===== src/rtl/eth_rx_defs.sv =====
// Shared definitions for the Ethernet receive path.
//   - Preamble / SFD byte values
//   - Frame FSM state encoding
//   - In-band link speed codes
//   - Frame output beat (one byte plus its framing flags)
package eth_rx_defs;

  localparam logic [7:0] PREAMBLE_BYTE = 8'h55;
  localparam logic [7:0] SFD_BYTE      = 8'hD5;

  localparam logic [1:0] SPD_10   = 2'b00;
  localparam logic [1:0] SPD_100  = 2'b01;
  localparam logic [1:0] SPD_1000 = 2'b10;

  typedef enum logic [1:0] {
    ST_IDLE     = 2'd0,
    ST_PREAMBLE = 2'd1,
    ST_DATA     = 2'd2,
    ST_DROP     = 2'd3
  } rx_state_e;

  typedef struct packed {
    logic [7:0]  data;
    logic        valid;
    logic        sof;
    logic        eof;
    logic        err;
    logic [15:0] len;
  } frm_beat_t;

endpackage


===== src/rtl/rgmii_rx_iddr.sv =====
// RGMII DDR input capture bank, one IDDR2-equivalent cell per line,
// output aligned to the rising edge (C0 alignment).
//   clk    : receive clock (C0; C1 is its inverse)
//   rst    : async active-high reset
//   d      : DDR pins {ctl, rxd[3:0]}
//   q_rise : value sampled on the rising edge
//   q_fall : value sampled on the following falling edge
// Both outputs change together one rising edge after the rising-edge sample.
module rgmii_rx_iddr #(
  parameter int W = 5
) (
  input  logic         clk,
  input  logic         rst,
  input  logic [W-1:0] d,
  output logic [W-1:0] q_rise,
  output logic [W-1:0] q_fall
);

  for (genvar i = 0; i < W; i++) begin : g_line
    logic r_s, f_s, r_q, f_q;

    always_ff @(posedge clk or posedge rst)
      if (rst) r_s <= 1'b0;
      else     r_s <= d[i];

    always_ff @(negedge clk or posedge rst)
      if (rst) f_s <= 1'b0;
      else     f_s <= d[i];

    // Re-time the falling sample onto the rising edge so the pair leaves together.
    always_ff @(posedge clk or posedge rst)
      if (rst) begin
        r_q <= 1'b0;
        f_q <= 1'b0;
      end else begin
        r_q <= r_s;
        f_q <= f_s;
      end

    assign q_rise[i] = r_q;
    assign q_fall[i] = f_q;
  end

endmodule


===== src/rtl/rgmii_rx_frame.sv =====
// RGMII receive: DDR capture -> GMII byte stream -> framed bytes.
//   gmii_rx_clk, rst           : sole clock, async active-high reset
//   rgmii_rx_ctl, rgmii_rxd    : RGMII DDR pins from the PHY
//   gmii_rx_dv/er, gmii_rxd    : rebuilt GMII stream (2 cycles after pin sample)
//   frm_data/valid/sof/eof     : post-SFD bytes, one per cycle
//   frm_err, frm_len           : frame status, valid with frm_eof
//   link_up/link_speed/full_duplex : in-band status from inter-frame gaps
module rgmii_rx_frame
  import eth_rx_defs::*;
#(
  parameter int MAX_LEN      = 1522,
  parameter int MAX_PREAMBLE = 15
) (
  input  logic        gmii_rx_clk,
  input  logic        rst,
  input  logic        rgmii_rx_ctl,
  input  logic [3:0]  rgmii_rxd,
  output logic        gmii_rx_dv,
  output logic        gmii_rx_er,
  output logic [7:0]  gmii_rxd,
  output logic [7:0]  frm_data,
  output logic        frm_valid,
  output logic        frm_sof,
  output logic        frm_eof,
  output logic        frm_err,
  output logic [15:0] frm_len,
  output logic        link_up,
  output logic [1:0]  link_speed,
  output logic        full_duplex
);

  localparam int          PW        = $clog2(MAX_PREAMBLE + 2);
  localparam logic [15:0] MAX_LEN_W = 16'(MAX_LEN);

  logic [4:0] q_rise, q_fall;

  rgmii_rx_iddr #(.W(5)) u_iddr (
    .clk    (gmii_rx_clk),
    .rst    (rst),
    .d      ({rgmii_rx_ctl, rgmii_rxd}),
    .q_rise (q_rise),
    .q_fall (q_fall)
  );

  // GMII stage: ctl on the falling edge carries DV xor ER.
  always_ff @(posedge gmii_rx_clk or posedge rst)
    if (rst) begin
      gmii_rxd   <= '0;
      gmii_rx_dv <= 1'b0;
      gmii_rx_er <= 1'b0;
    end else begin
      gmii_rxd   <= {q_fall[3:0], q_rise[3:0]};
      gmii_rx_dv <= q_rise[4];
      gmii_rx_er <= q_rise[4] ^ q_fall[4];
    end

  // In-band status is only meaningful on plain inter-frame cycles.
  always_ff @(posedge gmii_rx_clk or posedge rst)
    if (rst) begin
      link_up     <= 1'b0;
      link_speed  <= SPD_10;
      full_duplex <= 1'b0;
    end else if (!gmii_rx_dv && !gmii_rx_er) begin
      link_up     <= gmii_rxd[0];
      link_speed  <= gmii_rxd[2:1];
      full_duplex <= gmii_rxd[3];
    end

  rx_state_e   state, state_nxt;
  logic [PW-1:0] pre_cnt;
  logic [15:0] len_cnt;
  logic [7:0]  hold;
  logic        hold_vld, sof_pend, err_acc;
  logic        pre_over, len_full;
  frm_beat_t   emit;
  logic        take, sfd_hit;

  // pre_cnt counts 0x55 bytes seen so far; one more would exceed the limit.
  assign pre_over = int'(pre_cnt) >= MAX_PREAMBLE;
  // Holding register already carries byte MAX_LEN.
  assign len_full = (len_cnt == MAX_LEN_W);

  always_ff @(posedge gmii_rx_clk or posedge rst)
    if (rst) state <= ST_IDLE;
    else     state <= state_nxt;

  always_comb begin
    state_nxt = state;
    unique case (state)
      ST_IDLE:
        if (gmii_rx_dv)
          state_nxt = (gmii_rxd == PREAMBLE_BYTE) ? ST_PREAMBLE : ST_DROP;
      ST_PREAMBLE:
        if (!gmii_rx_dv)                                state_nxt = ST_IDLE;
        else if (gmii_rxd == SFD_BYTE)                  state_nxt = ST_DATA;
        else if (gmii_rxd != PREAMBLE_BYTE || pre_over) state_nxt = ST_DROP;
      ST_DATA:
        if (!gmii_rx_dv)   state_nxt = ST_IDLE;
        else if (len_full) state_nxt = ST_DROP;
      ST_DROP:
        if (!gmii_rx_dv) state_nxt = ST_IDLE;
    endcase
  end

  // Frame byte emission: the held byte goes out when its successor arrives,
  // or as the eof byte when dv drops (or the length limit is hit).
  always_comb begin
    emit    = '0;
    take    = 1'b0;
    sfd_hit = (state == ST_PREAMBLE) && gmii_rx_dv && (gmii_rxd == SFD_BYTE);
    if (state == ST_DATA) begin
      if (!gmii_rx_dv) begin
        if (hold_vld) begin
          emit.data  = hold;
          emit.valid = 1'b1;
          emit.sof   = sof_pend;
          emit.eof   = 1'b1;
          emit.err   = err_acc | gmii_rx_er;
          emit.len   = len_cnt;
        end
      end else if (len_full) begin
        emit.data  = hold;
        emit.valid = 1'b1;
        emit.sof   = sof_pend;
        emit.eof   = 1'b1;
        emit.err   = 1'b1;
        emit.len   = len_cnt;
      end else begin
        take = 1'b1;
        if (hold_vld) begin
          emit.data  = hold;
          emit.valid = 1'b1;
          emit.sof   = sof_pend;
        end
      end
    end
  end

  always_ff @(posedge gmii_rx_clk or posedge rst)
    if (rst) begin
      pre_cnt   <= '0;
      len_cnt   <= '0;
      hold      <= '0;
      hold_vld  <= 1'b0;
      sof_pend  <= 1'b0;
      err_acc   <= 1'b0;
      frm_data  <= '0;
      frm_valid <= 1'b0;
      frm_sof   <= 1'b0;
      frm_eof   <= 1'b0;
      frm_err   <= 1'b0;
      frm_len   <= '0;
    end else begin
      frm_data  <= emit.data;
      frm_valid <= emit.valid;
      frm_sof   <= emit.sof;
      frm_eof   <= emit.eof;
      frm_err   <= emit.err;
      frm_len   <= emit.len;

      // Outside PREAMBLE, preload 1 so the 0x55 that enters PREAMBLE is counted.
      if (state != ST_PREAMBLE) pre_cnt <= PW'(1);
      else                      pre_cnt <= pre_cnt + 1'b1;

      if (sfd_hit) begin
        len_cnt  <= '0;
        hold_vld <= 1'b0;
        sof_pend <= 1'b1;
        err_acc  <= 1'b0;
      end else if (take) begin
        hold     <= gmii_rxd;
        hold_vld <= 1'b1;
        len_cnt  <= len_cnt + 16'd1;
        err_acc  <= err_acc | gmii_rx_er;
        if (emit.valid) sof_pend <= 1'b0;
      end else if (emit.eof) begin
        hold_vld <= 1'b0;
        sof_pend <= 1'b0;
        err_acc  <= 1'b0;
      end
    end

endmodule


===== config.mk =====
export PLATFORM = sky130hd
export DESIGN_NAME = rgmii_rx_frame
export DESIGN_NICKNAME = d
export VERILOG_FILES = /design/src/rtl/eth_rx_defs.sv /design/src/rtl/rgmii_rx_iddr.sv /design/src/rtl/rgmii_rx_frame.sv
export SDC_FILE = /design/constraint.sdc
export NUM_CORES = 1
export LEC_CHECK = 0
export CORE_MARGIN = 4
export CORE_UTILIZATION = 60
export DETAILED_ROUTE_END_ITERATION = 8
export DONT_BUFFER_PORTS = 1
export PLACE_DENSITY = 0.76
export SKIP_LAST_GASP = 1
export SYNTH_ARGS = -nofsm -noshare
export SYNTH_HDL_FRONTEND = slang
export SYNTH_HIERARCHICAL = 1
export SYNTH_SLANG_ARGS = --single-unit

===== constraint.sdc =====
create_clock -name gmii_rx_clk -period 4.7 [get_ports gmii_rx_clk]
set_input_delay 0.94 -clock gmii_rx_clk [delete_from_list [all_inputs] [get_ports gmii_rx_clk]]
set_output_delay 0.94 -clock gmii_rx_clk [all_outputs]
set_load 0.01 [all_outputs]

==> qor.txt <==
status: finished, final reports clean
std cell rows: 28
Crit Path Max Fanout: 20
leak pwr: 1.736 nW
Cell Pwr Density: 423.1 nW/µm²
DRC: 0
IO Pins: 49
crit path DAT: 1430 ps
Yosys top cell area share: 0.6233
Hold Path Class: register to register
deepest clock path buffer count: 2
wire per inst: 16.08 µm
ys flop type: dfrtp_1
sequential cell area: 2402 µm²
Syn Nets: 322
placed insts: 368
Yosys top cell by area: dfrtp_1
post-CTS sizing: 0
endpoints failing hold: 0
CTS Buf Count: 9
initial antenna violation count: 0
reg2reg start: u_iddr/g_line[0].f_s
Yosys warning count: 6
share of cells above drive strength 1: 0.1068
most common cell after layout, fill and taps aside: dfrtp_1
TritonCTS clock tree: done
commonest cells after routing, fill and taps aside: 91 x dfrtp_1, 54 x nand2_1, 32 x nor2_1
CP Capture Type: async pin
post-place instance area: 3623 µm²
pin slew with the least headroom to its limit: 1077 ps
Hold Startpoint: u_iddr/g_line[3].r_q
port bufs: 0
Synth Cell Area: 3654 µm²
final-report setup violation count: 0
Worst path max stage delay: 480 ps
first-pass GRT wire length: 10320 µm
footprint of the multi-input gates: 1079 µm²
CP delay by family, top: buffers and inverters
Post-synth ARST share: 1.000
final WL: 6173 µm
Clock Latency Late Sink: 360 ps
initial cell density of the core: 0.6171
die height: 86.04 µm
n_diodes: 0
vias in the first global route: 2123
Core Box Area: 5921 µm²
Cells after Synth: 311
Die ar.: 7402 µm²
register bit count reported by yosys: 96
Chip Width: 86.04 µm
Synth Area per Inst: 11.75 µm²
nets: 315
CP startpoint kind: input pin
critical-path cell list: inv_1
crit path launch: rst
Setup Crit Path Kind: input pin to async pin
Post-synth EDFFs: 0
area delta synth->final: 5.308%
share of the yosys chip area belonging to registers: 0.6575
via/cell ratio: 5.674
total gr overflow: 0
# hold bufs at CTS: 0
Yosys cell types: 47
post-DP HPWL: 4133 µm
Finished Layout Cells: 384
pin count of the biggest net entering global routing: 51
drt pass-1 iters: 4
Worst Path Buf+Inv: 1
peak supply drop: 311.2 µV
setup TNS: 0 ps
Clk pin slew, worst setup/hold paths: 100 ps
GPL Wtd Cong: 0.8264
Layout Utilization: 0.6498
initial DRC count: 140
Data required, critical path: 2850 ps
RSZ-0062 raised after global routing: false
clock sink count: 96
antenna viol nets, final: 0
vias: 2179
Slew Limit Fails: 0
final instance area: 3847 µm²
Max-Slew Margin vs Limit: 0.2793
PnR Total Power: 1.628 mW
H-tree depth: 3
CP max-delay cell: inv_1
Fill cells: 420
max_cap viols: 0
Post-CTS Setup Inserts: 0
Clock Skew: 17.77 ps
CTS Root Cell: clkbuf_8
synth top area cells: dfrtp_1 62%, nand2_1 5.5%, dfrtn_1 3.4%
GRT Total Usage: 0.1829
==> cells by family after synthesis <==
group / Yosys count / share of synthesized area
compound gates: 29 / 0.05617
mux: 6 / 0.01883
fa+ha+maj: 4 / 0.01370
flops: 96 / 0.6575
simple gates: 139 / 0.1873
xor+xnor: 8 / 0.01918
buf+inv: 29 / 0.04726
==> state kept, by name, summed over array words and instances (netlist names), 5 cells and up <==
register           count
frm_data               8
frm_len               16
gmii_rxd               8
hold                   8
len_cnt               16
pre_cnt                5
u_iddr/g_line.f_q      5
u_iddr/g_line.f_s      5
u_iddr/g_line.r_q      5
u_iddr/g_line.r_s      5
==> synth_stat cells (4+ instances only) <==
cell type and n:
xnor2_1 5, or3_1 4, inv_1 9, dfrtn_1 5, o21ai_0 6, nand4_1 7, and3_1 4, nand2_1 54
buf_4 10, dfrtp_1 91, nand3_1 6, ha_1 4, nor3_1 9, a21oi_1 10, mux2_2 4, clkbuf_1 4
nor2_1 32
==> where the power goes <==
group,switching (mW),leakage (nW),internal (mW)
Combinational,0.0682,0.394,0.0417
Sequential,0.0613,1.23,0.882
Clock,0.311,0.112,0.263
==> metal layers <==
| layer | GRT usage | share of wire |
|---|---|---|
| met1 | 0.2372 | 0.44 |
| met2 | 0.2789 | 0.47 |
| met3 | 0.05379 | 0.067 |
| met4 | 0.09784 | 0.030 |
| met5 | 0 | 0 |
==> metrics by stage <==
stage / setup slack (ps) / hold slack (ps)
after global routing: 1328 / 366.8
after global placement: 1050 / 332.9
final: 1422 / 351.9
after CTS: 1390 / 352.4
after floorplan: 1139 / 331.2
after detailed placement: 1012 / 334.7
==> path summary, 6_finish.rpt <==
check / end / slack, ps / cells past startpoint
max in group gmii_rx_clk: u_iddr/g_line[3].f_s / 1620 / 0
hold / removal: gmii_rxd[3] / 350 / 0
setup reg to reg: u_iddr/g_line[0].f_q / 1910 / 0
hold reg to reg: gmii_rxd[3] / 350 / 0
setup / recovery: u_iddr/g_line[3].f_s / 1420 / 1
min in group asynchronous: u_iddr/g_line[3].r_s / 560 / 1
==> cell type report <==
type	instances	area share
Clock inverter	7	0.02602
Clock buffer	9	0.03220
Timing Repair Buffer	2	0.003902
Sequential cell	96	0.6244
Tap cell	75	0.02439
Inverter	9	0.008780
Multi-Input combinational cell	186	0.2803
Note: power is estimated with default switching activity, not from simulation.
